`config.mk`:
```
export PLATFORM = sky130hd
export DESIGN_NAME = hessian_layer_sched_flat
export DESIGN_NICKNAME = d
export VERILOG_FILES = /design/src/rtl/hessian_layer_sched_pkg.sv /design/src/rtl/hessian_layer_sched_if.sv /design/src/rtl/hessian_layer_sched_rr_arbiter.sv /design/src/rtl/hessian_layer_sched.sv /design/src/flat_wrapper.sv
export SDC_FILE = /design/constraint.sdc
export NUM_CORES = 1
export LEC_CHECK = 0
export CORE_MARGIN = 2
export CORE_UTILIZATION = 48
export CTS_CLUSTER_DIAMETER = 200
export DETAILED_ROUTE_END_ITERATION = 16
export PLACE_DENSITY = 0.83
export RECOVER_POWER = 50
export SKIP_CTS_REPAIR_TIMING = 1
export SLEW_MARGIN = 5
export SYNTH_ARGS = -nofsm -noshare
export SYNTH_HDL_FRONTEND = slang
export SYNTH_SLANG_ARGS = --single-unit
```
`constraint.sdc`:
```
create_clock -name clk -period 2.42 [get_ports clk]
set_input_delay 0.242 -clock clk [delete_from_list [all_inputs] [get_ports clk]]
set_output_delay 0.242 -clock clk [all_outputs]
set_load 0.02 [all_outputs]
```
`src/rtl/hessian_layer_sched_pkg.sv`:
```
// Shared constants and state encoding for the hessian layer scheduler.
// PIPE_LATENCY is derived from the shared pipeline's two sub-stages.
package hessian_layer_sched_pkg;

    localparam int DERXX_LATENCY    = 5;
    localparam int DETH_LATENCY     = 4;
    localparam int PIPE_LATENCY_DEF = DERXX_LATENCY + DETH_LATENCY;
    localparam int N_REQ_DEF        = 4;
    localparam int IDX_W_DEF        = $clog2(N_REQ_DEF);
    localparam int CNT_W_DEF        = $clog2(PIPE_LATENCY_DEF + 1);

    typedef enum logic [1:0] {
        ST_RUN   = 2'd0,
        ST_DRAIN = 2'd1,
        ST_DONE  = 2'd2
    } state_e;

    // Index increment with wrap at n.
    function automatic int wrap_inc(input int i, input int n);
        return (i + 1 >= n) ? 0 : i + 1;
    endfunction

endpackage

```
`src/rtl/hessian_layer_sched_if.sv`:
```
// Requester / pipeline-facing signal bundle of the layer scheduler.
// master = corner fetchers + pipeline side, slave = the scheduler.
interface hessian_layer_sched_if
    import hessian_layer_sched_pkg::*;
#(
    parameter int N_REQ = N_REQ_DEF,
    parameter int IDX_W = IDX_W_DEF,
    parameter int CNT_W = CNT_W_DEF
) ();
    logic             en;
    logic [N_REQ-1:0] req;
    logic [N_REQ-1:0] grant;
    logic [IDX_W-1:0] mux_sel;
    logic             hess_din_valid;
    logic             hess_o_d_valid;
    logic             det_valid;
    logic [IDX_W-1:0] det_layer;
    logic [CNT_W-1:0] inflight;
    logic             flush_req;
    logic             flush_done;
    logic             tag_err;

    modport master (
        output en, req, hess_o_d_valid, flush_req,
        input  grant, mux_sel, hess_din_valid, det_valid, det_layer,
               inflight, flush_done, tag_err
    );

    modport slave (
        input  en, req, hess_o_d_valid, flush_req,
        output grant, mux_sel, hess_din_valid, det_valid, det_layer,
               inflight, flush_done, tag_err
    );
endinterface

```
`src/rtl/hessian_layer_sched_rr_arbiter.sv`:
```
// Combinational round-robin picker: first set req bit at or above rr_ptr,
// wrapping modulo N_REQ.
module hessian_layer_sched_rr_arbiter
    import hessian_layer_sched_pkg::*;
#(
    parameter int N_REQ = N_REQ_DEF,
    parameter int IDX_W = IDX_W_DEF
) (
    input  logic [N_REQ-1:0] req,
    input  logic [IDX_W-1:0] rr_ptr,
    output logic [N_REQ-1:0] grant,
    output logic [IDX_W-1:0] idx,
    output logic             any
);

    logic [IDX_W-1:0] cand;

    always_comb begin
        grant = '0;
        idx   = '0;
        any   = 1'b0;
        cand  = '0;
        for (int k = 0; k < N_REQ; k++) begin
            cand = IDX_W'((int'(rr_ptr) + k) % N_REQ);
            if (!any && req[cand]) begin
                grant[cand] = 1'b1;
                idx         = cand;
                any         = 1'b1;
            end
        end
    end

endmodule

```
`src/rtl/hessian_layer_sched.sv`:
```
// Round-robin scheduler sharing one hessian determinant pipeline across
// scale layers; tags each issued beat so results come back labelled.
module hessian_layer_sched
    import hessian_layer_sched_pkg::*;
#(
    parameter int N_REQ        = N_REQ_DEF,
    parameter int PIPE_LATENCY = PIPE_LATENCY_DEF,
    parameter int IDX_W        = IDX_W_DEF,
    parameter int CNT_W        = CNT_W_DEF
) (
    input logic                  clk,
    input logic                  rst_n,
    hessian_layer_sched_if.slave bus
);

    state_e                  state_q, state_d;
    logic [IDX_W-1:0]        rr_ptr_q, rr_ptr_d;
    logic [PIPE_LATENCY-1:0] tv_q, tv_d;
    logic [IDX_W-1:0]        tidx_q [PIPE_LATENCY];
    logic [IDX_W-1:0]        tidx_d [PIPE_LATENCY];
    logic [CNT_W-1:0]        inflight_q, inflight_d;
    logic                    flush_done_q, flush_done_d;
    logic                    tag_err_q, tag_err_d;

    logic [N_REQ-1:0] arb_req;
    logic [N_REQ-1:0] win_grant;
    logic [IDX_W-1:0] win_idx;
    logic             win_any;
    logic             v_last;

    assign arb_req = (bus.en && state_q == ST_RUN) ? bus.req : '0;

    hessian_layer_sched_rr_arbiter #(
        .N_REQ (N_REQ),
        .IDX_W (IDX_W)
    ) u_arb (
        .req    (arb_req),
        .rr_ptr (rr_ptr_q),
        .grant  (win_grant),
        .idx    (win_idx),
        .any    (win_any)
    );

    assign v_last             = tv_q[PIPE_LATENCY-1];
    assign bus.grant          = win_grant;
    assign bus.mux_sel        = win_idx;
    assign bus.hess_din_valid = win_any;
    assign bus.det_valid      = bus.hess_o_d_valid & v_last;
    assign bus.det_layer      = tidx_q[PIPE_LATENCY-1];
    assign bus.inflight       = inflight_q;
    assign bus.flush_done     = flush_done_q;
    assign bus.tag_err        = tag_err_q;

    always_comb begin
        rr_ptr_d = rr_ptr_q;
        if (win_any) begin
            rr_ptr_d = IDX_W'(wrap_inc(int'(win_idx), N_REQ));
        end

        tv_d      = {tv_q[PIPE_LATENCY-2:0], win_any};
        tidx_d[0] = win_idx;
        for (int i = 1; i < PIPE_LATENCY; i++) begin
            tidx_d[i] = tidx_q[i-1];
        end

        // Issue and retire in the same cycle cancel; bounds guard against drift.
        inflight_d = inflight_q;
        if (win_any && !v_last && inflight_q < CNT_W'(PIPE_LATENCY)) begin
            inflight_d = inflight_q + CNT_W'(1);
        end else if (!win_any && v_last && inflight_q != '0) begin
            inflight_d = inflight_q - CNT_W'(1);
        end

        tag_err_d = tag_err_q | (bus.hess_o_d_valid != v_last);

        state_d = state_q;
        case (state_q)
            ST_RUN:   if (bus.flush_req) state_d = ST_DRAIN;
            ST_DRAIN: if (inflight_d == '0) state_d = ST_DONE;
            ST_DONE:  state_d = ST_RUN;
            default:  state_d = ST_RUN;
        endcase

        flush_done_d = (state_d == ST_DONE);
    end

    always_ff @(posedge clk or negedge rst_n) begin
        if (!rst_n) begin
            state_q      <= ST_RUN;
            rr_ptr_q     <= '0;
            tv_q         <= '0;
            for (int i = 0; i < PIPE_LATENCY; i++) begin
                tidx_q[i] <= '0;
            end
            inflight_q   <= '0;
            flush_done_q <= 1'b0;
            tag_err_q    <= 1'b0;
        end else begin
            state_q      <= state_d;
            rr_ptr_q     <= rr_ptr_d;
            tv_q         <= tv_d;
            tidx_q       <= tidx_d;
            inflight_q   <= inflight_d;
            flush_done_q <= flush_done_d;
            tag_err_q    <= tag_err_d;
        end
    end

endmodule

```
`src/flat_wrapper.sv`:
```
// flat-port wrapper written by rule: the top's interface ports become plain ports
module hessian_layer_sched_flat import hessian_layer_sched_pkg::*;
#(
    parameter int N_REQ        = N_REQ_DEF,
    parameter int PIPE_LATENCY = PIPE_LATENCY_DEF,
    parameter int IDX_W        = IDX_W_DEF,
    parameter int CNT_W        = CNT_W_DEF
)
  (clk, rst_n, bus_en, bus_req, bus_hess_o_d_valid, bus_flush_req, bus_grant, bus_mux_sel, bus_hess_din_valid, bus_det_valid, bus_det_layer, bus_inflight, bus_flush_done, bus_tag_err);
  hessian_layer_sched_if #(.N_REQ(N_REQ), .IDX_W(IDX_W), .CNT_W(CNT_W)) bus_i ();
  input logic clk;
  input logic rst_n;
  input wire logic [$bits(bus_i.en)-1:0] bus_en;
  input wire logic [$bits(bus_i.req)-1:0] bus_req;
  input wire logic [$bits(bus_i.hess_o_d_valid)-1:0] bus_hess_o_d_valid;
  input wire logic [$bits(bus_i.flush_req)-1:0] bus_flush_req;
  output wire logic [$bits(bus_i.grant)-1:0] bus_grant;
  output wire logic [$bits(bus_i.mux_sel)-1:0] bus_mux_sel;
  output wire logic [$bits(bus_i.hess_din_valid)-1:0] bus_hess_din_valid;
  output wire logic [$bits(bus_i.det_valid)-1:0] bus_det_valid;
  output wire logic [$bits(bus_i.det_layer)-1:0] bus_det_layer;
  output wire logic [$bits(bus_i.inflight)-1:0] bus_inflight;
  output wire logic [$bits(bus_i.flush_done)-1:0] bus_flush_done;
  output wire logic [$bits(bus_i.tag_err)-1:0] bus_tag_err;
  assign bus_i.en = bus_en;
  assign bus_i.req = bus_req;
  assign bus_i.hess_o_d_valid = bus_hess_o_d_valid;
  assign bus_i.flush_req = bus_flush_req;
  assign bus_grant = bus_i.grant;
  assign bus_mux_sel = bus_i.mux_sel;
  assign bus_hess_din_valid = bus_i.hess_din_valid;
  assign bus_det_valid = bus_i.det_valid;
  assign bus_det_layer = bus_i.det_layer;
  assign bus_inflight = bus_i.inflight;
  assign bus_flush_done = bus_i.flush_done;
  assign bus_tag_err = bus_i.tag_err;
  hessian_layer_sched #(.N_REQ(N_REQ), .PIPE_LATENCY(PIPE_LATENCY), .IDX_W(IDX_W), .CNT_W(CNT_W)) u_core (.clk(clk), .rst_n(rst_n), .bus(bus_i));
endmodule
```
After elaboration in Yosys (flattened, before gate mapping)
Index checks and enable logic that the tools add are counted.
- flip-flop bits (word level): 37
- word-level logic and storage cells: 94
- output and inout port bits: 16
- reductions and logical operators: 20
- order comparisons: 10
- muxes and demuxes: 35
- add/subtract/negate cells: 6
- eq/ne operators: 3
- bitwise operators: 5
- operators by type and width (cell ; number):
    $mux W4 ; 7
    $mux W2 ; 7
    $logic_and A1 B1 Y1 ; 12
    $lt A2 B3 Y1 const B ; 4
    $mux W1 ; 12
    $or A4 B4 Y4 ; 3
    $bmux W1 S2 ; 4
    $demux W1 S2 ; 4
    $ge A2 B1 Y1 const B ; 4
    $logic_not A1 Y1 ; 5
    $add A2 B2 Y2 const B ; 2
    $add A4 B1 Y4 const B ; 1
    $logic_not A4 Y1 ; 1
    $lt A4 B4 Y1 const B ; 1
    $pmux W2 S2 ; 1
    $reduce_bool A4 Y1 ; 1
    $sub A4 B1 Y4 const B ; 1
    $add A2 B1 Y3 const B ; 1
    $ge A3 B3 Y1 const B ; 1
    $add A2 B1 Y2 const B ; 1
    $eq A2 B1 Y1 const B ; 1
    $eq A2 B2 Y1 const B ; 1
    $logic_not A2 Y1 ; 1
    $and A1 B1 Y1 ; 1
    2 further kinds ; 2

Longest topological paths before layout
Gate-level depths: netlist of run 1.
- depth after elaboration: 24
- mapped depth: 8
- mapped depth without buffers: 7

Hierarchy
A second synthesis of run 1 with hierarchy kept.
- cells, all modules: 129
- area total of the unflattened synthesis: 1669.1 µm²
- by module, submodules not included (module ; seq. area each (µm²) ; area each (µm²) ; times used ; cells each):
    hessian_layer_sched ; 925.9 ; 1249.9 ; 1 ; 84
    hessian_layer_sched_rr_arbiter ; 0.0 ; 419.2 ; 1 ; 45

Worst setup path before layout of run 1
Ideal clock, no wire load.
- kind: reg2out
- start point: reg (tool-made name)
- end point: out bus_grant[0]
- cell stages (with the launch flop): 9
- required time: 2.178 ns
- data arrival time: 2.381 ns
- path slack: -0.203 ns
- cell sequence: dfrtp_1 > buf_2 > inv_1 > ha_1 > or3b_1 > a2111oi_4 > a31oi_1 > nor2_1 > a221o_1
- RTL lines (what ; RTL line ; text):
    end, declared ; flat_wrapper.sv:17 ; output wire logic [$bits(bus_i.grant)-1:0] bus_grant;

==> metrics.md, run 1 <==
| Metric | Value |
|---|---|
| Largest net degree at the start of global routing | 28 |
| Worst reg2reg path depth | 10 |
| Mapped Nets | 167 |
| Ratio of cells with drive above 1 in the final layout | 0.294 |
| Layout Cells excl Fill | 245 |
| Fillers | 273 |
| Netlist Area Pre-Place | 1810 um2 |
| Total iterations of the first detailed-routing run | 4 |
| DP Wirelength | 2820 um |
| Worst Path Required | 2.18 ns |
| Ys async rst share | 1.00 |
| GPL Wtd Cong | 0.833 |
| Final wirelength | 3970 um |
| R2r setup slk | 0.08 ns |
| Sequential area share after synthesis | 0.512 |
| Synthesis Warnings | 0 |
| Leak | 0.00108 uW |
| Critical-path cell list | inv_4 -> ha_4 -> or3b_4 -> a2111oi_4 -> a31oi_1 -> nor2_2 -> a221o_1 -> buf_6 |
| CP arrival | 2.29 ns |
| Top FF cell, synth | dfrtp_1 |
| Startpoint types | flip-flop |
| Gate count of the mapped netlist | 151 |
| CP delay by family, top | compound AO/OA/AOI/OAI gates |
| Vias | 1,380 |
| Worst-Margin Slew | 1.34 ns |
| Maxcap violations | 0 |
| Core box area | 3630 um2 |
| Final worst-path cycle share | 1.05 |
| Met3 Usage GRT | 0.0274 |
| CP endpoint | bus_grant[0] |
| CTS buffer count | 5 |
| RSZ-0062 raised after global routing | true |
| Slowest CP cell | dfrtp_2 |
| Clock Latency Late Sink | 0.27 ns |
| H-tree depth | 2 |
| Final Hold Vio Count | 0 |
| Yosys cell types | 52 |
| Critical Path Sink Type | output pin |
| Initial Utilization | 0.498 |
| Vias/cell | 5.63 |
| Crit path largest cell delay | 0.44 ns |
| Ports | 25 |
| Clock Sinks | 37 |
| Total power | 2790 uW |
| Clk buf depth | 2 |
| Fmax | 395 MHz |
| Initial antenna violation count | 0 |
| Grt met1 use | 0.234 |
| WP buf/inv | 2 |
| CTS tree | done |
| Area of the die | 4280 um2 |
| Worst VDD drop | 0.000524 V |
| Setup_tns | -0.489 ns |
| Relative slew slack | 0.110 |
| Pre-CTS setup slack | -0.484 ns |
| Post-synthesis register bit count | 37 |
| Antenna cell count | 0 |
| Vias in the first global route | 1,365 |
| Routed Antenna Nets | 0 |
| Worst-case clock skew | 0.00268 ns |
| Die Y | 65.4 um |
| Gr ovfl total | 0 |
| Critical path depth in cells | 8 |
| Most used routing layer | met2 |
| Status | finished, violations left |
| Multi-input logic area | 835 um2 |
| DR iter-0 viols | 102 |
| Total GRT Usage | 0.186 |
| Clk root buf | clkbuf_8 |
| Register area | 927 um2 |
| Fin Hold WS | 0.348 ns |
| Num rows | 22 |
| Minimum clock period after layout | 2.53 ns |
| Syn-to-layout area delta | 29.9% |
| Nets@finish | 212 |
| Worst hold path type | reg -> reg |
| Critical setup path kind | reg -> out |
| DRC | 0 |
| FF-to-FF End | u_core.rr_ptr_q[1]$_DFFE_PN0P_ |
| Pwr/cell area | 1190 nW/um2 |
| CTS clk-pin slew, worst paths | 0.07 ns |
| # port buffers | 24 |
| Placed cells | 233 |
| Endpoints failing setup | 5 |
| Crit-path max FO | 4 |
| Met2 usage | 0.327 |
| Die X-Extent | 65.4 um |
| Syn avg cell area | 12.0 um2 |
| Drt wl/cell | 16.2 um |
| Global-route wire length before repair | 6130 um |
| Post-synth EDFFs | 0 |
| Failing checks | setup timing |
| Final Max Slew Viols | 0 |
| Final worst setup slack | -0.113 ns |
## cell type report
type / count / share of cell area
Timing Repair Buffer: 47 / 0.180
Inverter: 6 / 0.0106
Clock buffer: 8 / 0.0341
Tap cell: 48 / 0.0255
Sequential cell: 37 / 0.394
Multi-Input combinational cell: 99 / 0.355
## sequential cells by signal (all words and copies together) (netlist names), named ones only
| register | cells |
|---|---|
| u_core.rr_ptr_q | 1 |
| u_core.bus.tag_err | 1 |
| u_core.bus.inflight | 4 |
| u_core.state_q | 2 |
| u_core.bus.det_layer | 2 |
| u_core.tidx_d | 16 |
| u_core.tv_q | 9 |
| u_core.bus.flush_done | 1 |
## metrics by stage
step,utilization,cell area (um2)
final,0.647,2350
after global routing,0.647,2350
after CTS,0.634,2300
after detailed placement,0.612,2220
after global placement,0.612,2220
after floorplan,-,1830
## cell families (layout without fill, tap and decap cells)
group / count (synthesis) / in the layout / share of synthesized area
flip-flops: 37 / 37 / 0.512
AO/OA/AOI/OAI: 37 / 37 / 0.185
XOR/XNOR: 1 / 1 / 0.00484
buffers and inverters: 15 / 61 / 0.0449
AND/OR/NAND/NOR: 46 / 46 / 0.145
multiplexers: 8 / 8 / 0.0609
adder cells (fa/ha/maj): 7 / 7 / 0.0484
## cells in the mapped netlist, types with 2 or more instances
library cell | count | share of area
a211oi_2 | 2 | 0.014
a21oi_1 | 4 | 0.011
a221o_1 | 4 | 0.022
a221oi_1 | 2 | 0.0097
a22oi_1 | 4 | 0.017
a31oi_1 | 3 | 0.010
buf_2 | 2 | 0.0055
buf_4 | 2 | 0.0083
buf_6 | 2 | 0.012
clkbuf_1 | 3 | 0.0062
dfrtp_1 | 37 | 0.51
ha_1 | 7 | 0.048
inv_1 | 6 | 0.012
mux2i_1 | 5 | 0.028
nand2_1 | 5 | 0.010
nand2b_1 | 3 | 0.010
nand3b_1 | 2 | 0.0083
nor2_1 | 15 | 0.031
nor2b_1 | 3 | 0.010
nor3_1 | 2 | 0.0055
nor4_1 | 2 | 0.0069
o21ai_0 | 3 | 0.0083
o31a_1 | 2 | 0.0097
or2_2 | 2 | 0.0069
or3b_1 | 2 | 0.0097
## layer usage
layer,up-vias,part of all wire
met5,-,0
met4,0,0.010
met3,6,0.044
met2,43,0.55
met1,688,0.40
li1,643,-
## placed cells by master, fill, tap and decap left out, types with 3 or more instances in the layout
cell,synthesis,final
a221o_1,4,4
a22oi_2,1,3
a31oi_1,3,3
inv_1,6,4
nand2_1,5,5
clkdlybuf4s50_1,0,16
o21ai_0,3,3
clkbuf_8,0,5
ha_1,7,6
buf_4,2,22
nor2_1,15,14
a21oi_1,4,4
nor2b_1,3,3
mux2i_1,5,5
dfrtp_1,37,36
buf_6,2,4
clkbuf_1,3,4
## where the power goes
group | switching, uW | internal (uW) | total, uW
combinational | 752 | 701 | 1450
sequential | 157 | 790 | 947
clock | 183 | 204 | 387
total | 1090 | 1690 | 2790
## worst min-delay path by stage
stage / cells past startpoint / start / slack [ns] / to
final: 0 / u_core.tv_q[5]$_DFF_PN0_ / 0.35 / u_core.tv_q[6]$_DFF_PN0_
after global routing: 0 / u_core.tidx_d[9]$_DFF_PN0_ / 0.36 / u_core.tidx_d[7]$_DFF_PN0_
after CTS: 1 / rst_n / 0.32 / u_core.tidx_d[6]$_DFF_PN0_
after detailed placement: 0 / u_core.tidx_d[15]$_DFF_PN0_ / 0.34 / u_core.tidx_d[13]$_DFF_PN0_
after global placement: 0 / u_core.tidx_d[15]$_DFF_PN0_ / 0.34 / u_core.tidx_d[13]$_DFF_PN0_
after floorplan: 0 / rst_n / -0.05 / asynchronous set/reset pin
Power figures use the tool's default switching activity.
==> run 2, diff against run 1 <==
- ABC_CLOCK_PERIOD_IN_PS: unset -> 2420
==> results of run 2 <==
No change in the layout: final DEF, timing and power equal those of run 1.
==> RTL change 1, RTL diff (config.mk and constraints of run 2) <==
`N_REQ_DEF`: 4 -> 8.
--- a/src/rtl/hessian_layer_sched_pkg.sv
+++ b/src/rtl/hessian_layer_sched_pkg.sv
@@ -5,7 +5,7 @@
     localparam int DERXX_LATENCY    = 5;
     localparam int DETH_LATENCY     = 4;
     localparam int PIPE_LATENCY_DEF = DERXX_LATENCY + DETH_LATENCY;
-    localparam int N_REQ_DEF        = 4;
+    localparam int N_REQ_DEF        = 8;
     localparam int IDX_W_DEF        = $clog2(N_REQ_DEF);
     localparam int CNT_W_DEF        = $clog2(PIPE_LATENCY_DEF + 1);
 
Interface: changed (resized bus_det_layer, bus_grant, bus_mux_sel and bus_req); port bits go from 25 to 35. The function was not compared with the original's and may differ.
==> RTL change 1 against run 2 <==
The flow finishes with violations (capacitance limit, slew limit, setup timing); area after synthesis increased by 59%; design area increased by 82%; clock skew increased by 0.0046 ns; sequential cell count increased by 10; worst setup slack got worse by 1.1 ns; wire length increased by 120%; die area increased by 55%.
Power is not shown: default switching activity piles up to over one toggle a cycle in this logic, so the estimate is an artifact.
==> RTL change 1: results (changes against run 2) <==
syn_inst: 272  # was 151
synth_adder_area_share_pct: 4.359  # was 4.841%
grt_pass1_vias: 2704  # was 1365
place_congestion: 0.9300  # was 0.8334
pre_cts_ws_ns: -1.563  # was -0.4842 ns
dp_cells: 443  # was 233
synth_top_cells_by_count: "dfrtp_1, mux2i_1, nand2_1"  # was dfrtp_1, nor2_1, ha_1
grtUsageMet2_pct: 46.07  # was 32.65%
grt_use_met3_pct: 4.444  # was 2.740%
insertion_delay_ns: 0.29  # was 0.27 ns
synth.distinct_cells: 60  # was 52
violations: "capacitance limit, slew limit, setup timing"  # was setup timing
routed_wl_mm: 8.910  # was 3.970 mm
drt_iter0_drc: 187  # was 102
grt_max_degree: 31  # was 28
setup_violations: 26  # was 5
ys_seq_area_share_pct: 40.98  # was 51.18%
syn-num-nets: 295  # was 167
r2r_cells: 14  # was 10
clock_skew_ns: 0.007272  # was 0.002685 ns
cp_max_fo: 5  # was 4
synth-compound-area-share_pct: 16.91  # was 18.46%
grt_usage_pct: 25.42  # was 18.58%
path_clk_slew_ns: 0.09  # was 0.07 ns
worstMarginPinSlew_ns: 1.572  # was 1.335 ns
met2_wirelength_mm: 4.648  # was 2.165 mm
avgViaCountPerCell: 5.865  # was 5.633
synthMuxAreaShare_pct: 17.18  # was 6.086%
firstDrtPassIters: 4  # unchanged
place_hpwl_mm: 6.261  # was 2.817 mm
drv_slew: 31  # was 0
status: "complete, but fails checks"  # unchanged
fin_nets: 412  # was 212
place_area_sq_um: 3904  # was 2223 sq um
largest_reg_flops: 24  # was 16
met1_usage_pct: 28.72  # was 23.42%
drt-met1-wl_mm: 3.500  # was 1.588 mm
worstPathArrival_ns: 3.36  # was 2.29 ns
grt_pass1_wl_mm: 12.78  # was 6.127 mm
synth_xor_xnor_area_share_pct: 1.831  # was 0.4841%
synth_area_leaders: "dfrtp_1, mux2i_1, mux4_2, ha_1, mux2_2"  # was dfrtp_1, ha_1, nor2_1, mux2i_1, a221o_1
route.met3.wl_um: 437  # was 175 um
maxCapViolCount: 1  # was 0
nFillCells: 405  # was 273
setup_ws_ns: -1.181  # was -0.1126 ns
final_layout_size_suffix_gt1_share_pct: 46.92  # was 29.44%
[RTL change 1: changes by cell type in the layout (fill, tap and decap cells not counted), sizes merged, moves of 6 or more]
cell	before	now
mux2	1	9
a21oi	4	10
nand2	5	18
nor3	3	13
mux2i	5	23
inv	6	13
dfrtp	37	47
nand3	1	7
o21ai	3	13
buf	27	102
[RTL change 1: worst max-delay path, stage by stage (launching register included)]
cell	delay [ns]
dfrtp_2	0.46
ha_1	0.27
xor2_2	0.23
mux4_2	0.55
a2111o_1	0.45
nor3_2	0.24
nand3_1	0.10
o31a_1	0.15
mux2_4	0.30
mux2i_2	0.15
buf_4	0.16
[RTL change 1: layout make-up]
class,instances,area (sq um),area share [%]
clock buffer,5,68.82,1.607
sequential,47,1179,27.53
clock inverter,3,43.79,1.023
inverter,14,70.07,1.636
tap,75,93.84,2.192
multi-input combinational,195,1782,41.61
timing repair buffer,126,1045,24.40
[RTL change 1: final timing paths]
| kind | slack, ns | to | from |
|---|---|---|---|
| min in group asynchronous | 0.90 | u_core.bus.det_layer[2] | rst_n |
| max in group asynchronous | 0.50 | u_core.rr_ptr_q[0] | rst_n |
| setup / recovery | -1.18 | bus_grant[5] | u_core.rr_ptr_q[0] |
| hold / removal | 0.34 | u_core.tidx_d[3] | u_core.tidx_d[6] |
| setup reg to reg | -1.17 | u_core.rr_ptr_q[2] | u_core.rr_ptr_q[0] |
| hold reg to reg | 0.34 | u_core.tidx_d[3] | u_core.tidx_d[6] |
[RTL change 1: logic make-up after synthesis]
family                   Yosys count
XOR/XNOR                           6
multiplexers                      39
flip-flops                        47
adder cells (fa/ha/maj)           10
buffers and inverters             30
AND/OR/NAND/NOR                   73
AO/OA/AOI/OAI                     67
==> RTL change 2, RTL diff (flow settings as in run 2) <==
Made on the original files. Encoding of `state_e`: now one-hot (3 bits for 3 states).
--- a/src/rtl/hessian_layer_sched_pkg.sv
+++ b/src/rtl/hessian_layer_sched_pkg.sv
@@ -9,10 +9,10 @@
     localparam int IDX_W_DEF        = $clog2(N_REQ_DEF);
     localparam int CNT_W_DEF        = $clog2(PIPE_LATENCY_DEF + 1);
 
-    typedef enum logic [1:0] {
-        ST_RUN   = 2'd0,
-        ST_DRAIN = 2'd1,
-        ST_DONE  = 2'd2
+    typedef enum logic [2:0] {
+        ST_RUN   = 3'b001,
+        ST_DRAIN = 3'b010,
+        ST_DONE  = 3'b100
     } state_e;
 
     // Index increment with wrap at n.
Formal check against the unedited RTL: no difference found for any inputs over 4 cycles, from zero or initial values and one cycle with rst_n low; so few cycles prove little.
==> RTL change 2 against run 2 <==
Worst setup slack improved by 0.081 ns; non-clock buffer count fell by 3; clock skew grew 0.0024 ns; sequential cell count rose by 1; critical path type unchanged; wire length decreased by 7.4%; register-to-register slack better by 0.19 ns; die area fell by 0.20%; global-route usage rose by 0.74 points; critical endpoint is now bus_grant[3]; the flow finishes with violations (capacitance limit, slew limit, setup timing); design area decreased by 1.1%; area after synthesis down 0.21%.
Power is not compared: it rests on default switching activity, and its combinational part moved more than twofold at a synthesized area within 25%.
==> RTL change 2: results (changes against run 2) <==
tns_ns: -0.04817  # was -0.4887 ns
clock_skew_ns: 0.005047  # was 0.002685 ns
syn-num-nets: 165  # was 167
place_area_sq_um: 2181  # was 2223 sq um
fin_cells: 238  # was 245
r2r_slack_ns: 0.27  # was 0.08 ns
drt-met1-wl_mm: 1.537  # was 1.588 mm
synth_area_leaders: "dfrtp_1, ha_1, a22o_1, mux4_2, nor2_1"  # was dfrtp_1, ha_1, nor2_1, mux2i_1, a221o_1
cp_max_fo: 7  # was 4
routed_wl_mm: 3.676  # was 3.970 mm
synth.distinct_cells: 49  # was 52
r2r_cells: 6  # was 10
nFillCells: 278  # was 273
slew-limit-headroom_pct: -21.88  # was 10.99%
synth_top_cells_by_count: "dfrtp_1, nor2_1, a22o_1"  # was dfrtp_1, nor2_1, ha_1
met2_wirelength_mm: 1.825  # was 2.165 mm
status: "complete, but fails checks"  # unchanged
critPathSlowestCell: "mux4_2"  # was dfrtp_2
critical_path.max_stage_delay_ns: 0.59  # was 0.44 ns
place_hpwl_mm: 2.673  # was 2.817 mm
vias: 1363  # was 1380
grt_usage_pct: 19.32  # was 18.58%
grt_max_degree: 39  # was 28
grt_pass1_wl_mm: 6.134  # was 6.127 mm
ys_seq_area_share_pct: 52.74  # was 51.18%
place_congestion: 0.8171  # was 0.8334
r2r-end: "u_core.state_q[1]"  # was u_core.rr_ptr_q[1]
worstSetupEndpoint: "bus_grant[3]"  # was bus_grant[0]
dp_cells: 229  # was 233
drt_iter0_drc: 143  # was 102
syn_inst: 149  # was 151
worstPathArrival_ns: 2.21  # was 2.29 ns
setup_violations: 3  # was 5
final_layout_size_suffix_gt1_share_pct: 28.42  # was 29.44%
maxCapViolCount: 1  # was 0
setup_ws_ns: -0.03170  # was -0.1126 ns
fin_nets: 206  # was 212
drv_slew: 39  # was 0
violations: "capacitance limit, slew limit, setup timing"  # was setup timing
## RTL change 2: how the worst min path moves through the flow
stage / from / end / slack, ns / depth (start not counted)
floorplan: rst_n / async pin / -0.05 / 0
global placement: u_core.tidx_d[3] / u_core.tidx_d[1] / 0.33 / 0
detailed placement: u_core.tidx_d[6] / u_core.tidx_d[4] / 0.34 / 0
CTS: rst_n / u_core.tv_q[7] / 0.06 / 1
global route: u_core.tidx_d[10] / u_core.tidx_d[8] / 0.35 / 0
finish: u_core.tv_q[6] / u_core.tv_q[7] / 0.35 / 0
## RTL change 2: logic make-up after synthesis
group                    share of synthesized area, %
AND/OR/NAND/NOR                                 14.35
AO/OA/AOI/OAI                                   16.49
flip-flops                                      52.74
buffers and inverters                           4.643
adder cells (fa/ha/maj)                         4.851
multiplexers                                    5.474
XOR/XNOR                                        1.456
## RTL change 2: power by group through the flow
stage / Combinational (W) / Sequential, W / Clock [W]
detailed placement: 0.0000703 / 0.000647 / 0
CTS: 0.0000706 / 0.000635 / 0.000402
global placement: 0.0000660 / 0.000647 / 0
global route: 0.0000819 / 0.000634 / 0.000437
finish: 0.0000742 / 0.000635 / 0.000393
floorplan: 0.0000321 / 0.000647 / 0
## RTL change 2: area by class of cell
| cell class | instances | share of cell area [%] |
|---|---|---|
| Sequential cell | 38 | 40.96 |
| Clock buffer | 5 | 2.960 |
| Tap cell | 48 | 2.583 |
| Inverter | 7 | 1.130 |
| Clock inverter | 2 | 0.4306 |
| Timing Repair Buffer | 44 | 16.74 |
| Multi-Input combinational cell | 94 | 35.20 |
## RTL change 2: metal layers
| layer | vias up | global-route usage (%) |
|---|---|---|
| met2 | 59 | 30.74 |
| met1 | 664 | 24.24 |
| li1 | 627 | - |
| met3 | 13 | 3.767 |
| met5 | - | 0 |
| met4 | 0 | 11.98 |
## RTL change 2: worst max-delay path, delay by kind of cell (launching register included)
family | cells | cell delay, ns
muxes | 1 | 0.59
buffers and inverters | 2 | 0.29
DFF | 1 | 0.41
AOI/OAI and AO/OA | 3 | 0.64
## RTL change 2: metrics by stage
stage	setup slack, ns	util [%]
2_1_floorplan	0.02666	-
3_3_place_gp	-0.2714	60.02
3_5_place_dp	-0.3402	60.02
4_1_cts	-0.4676	62.19
5_1_grt	-0.08384	63.98
6_report	-0.03170	63.98
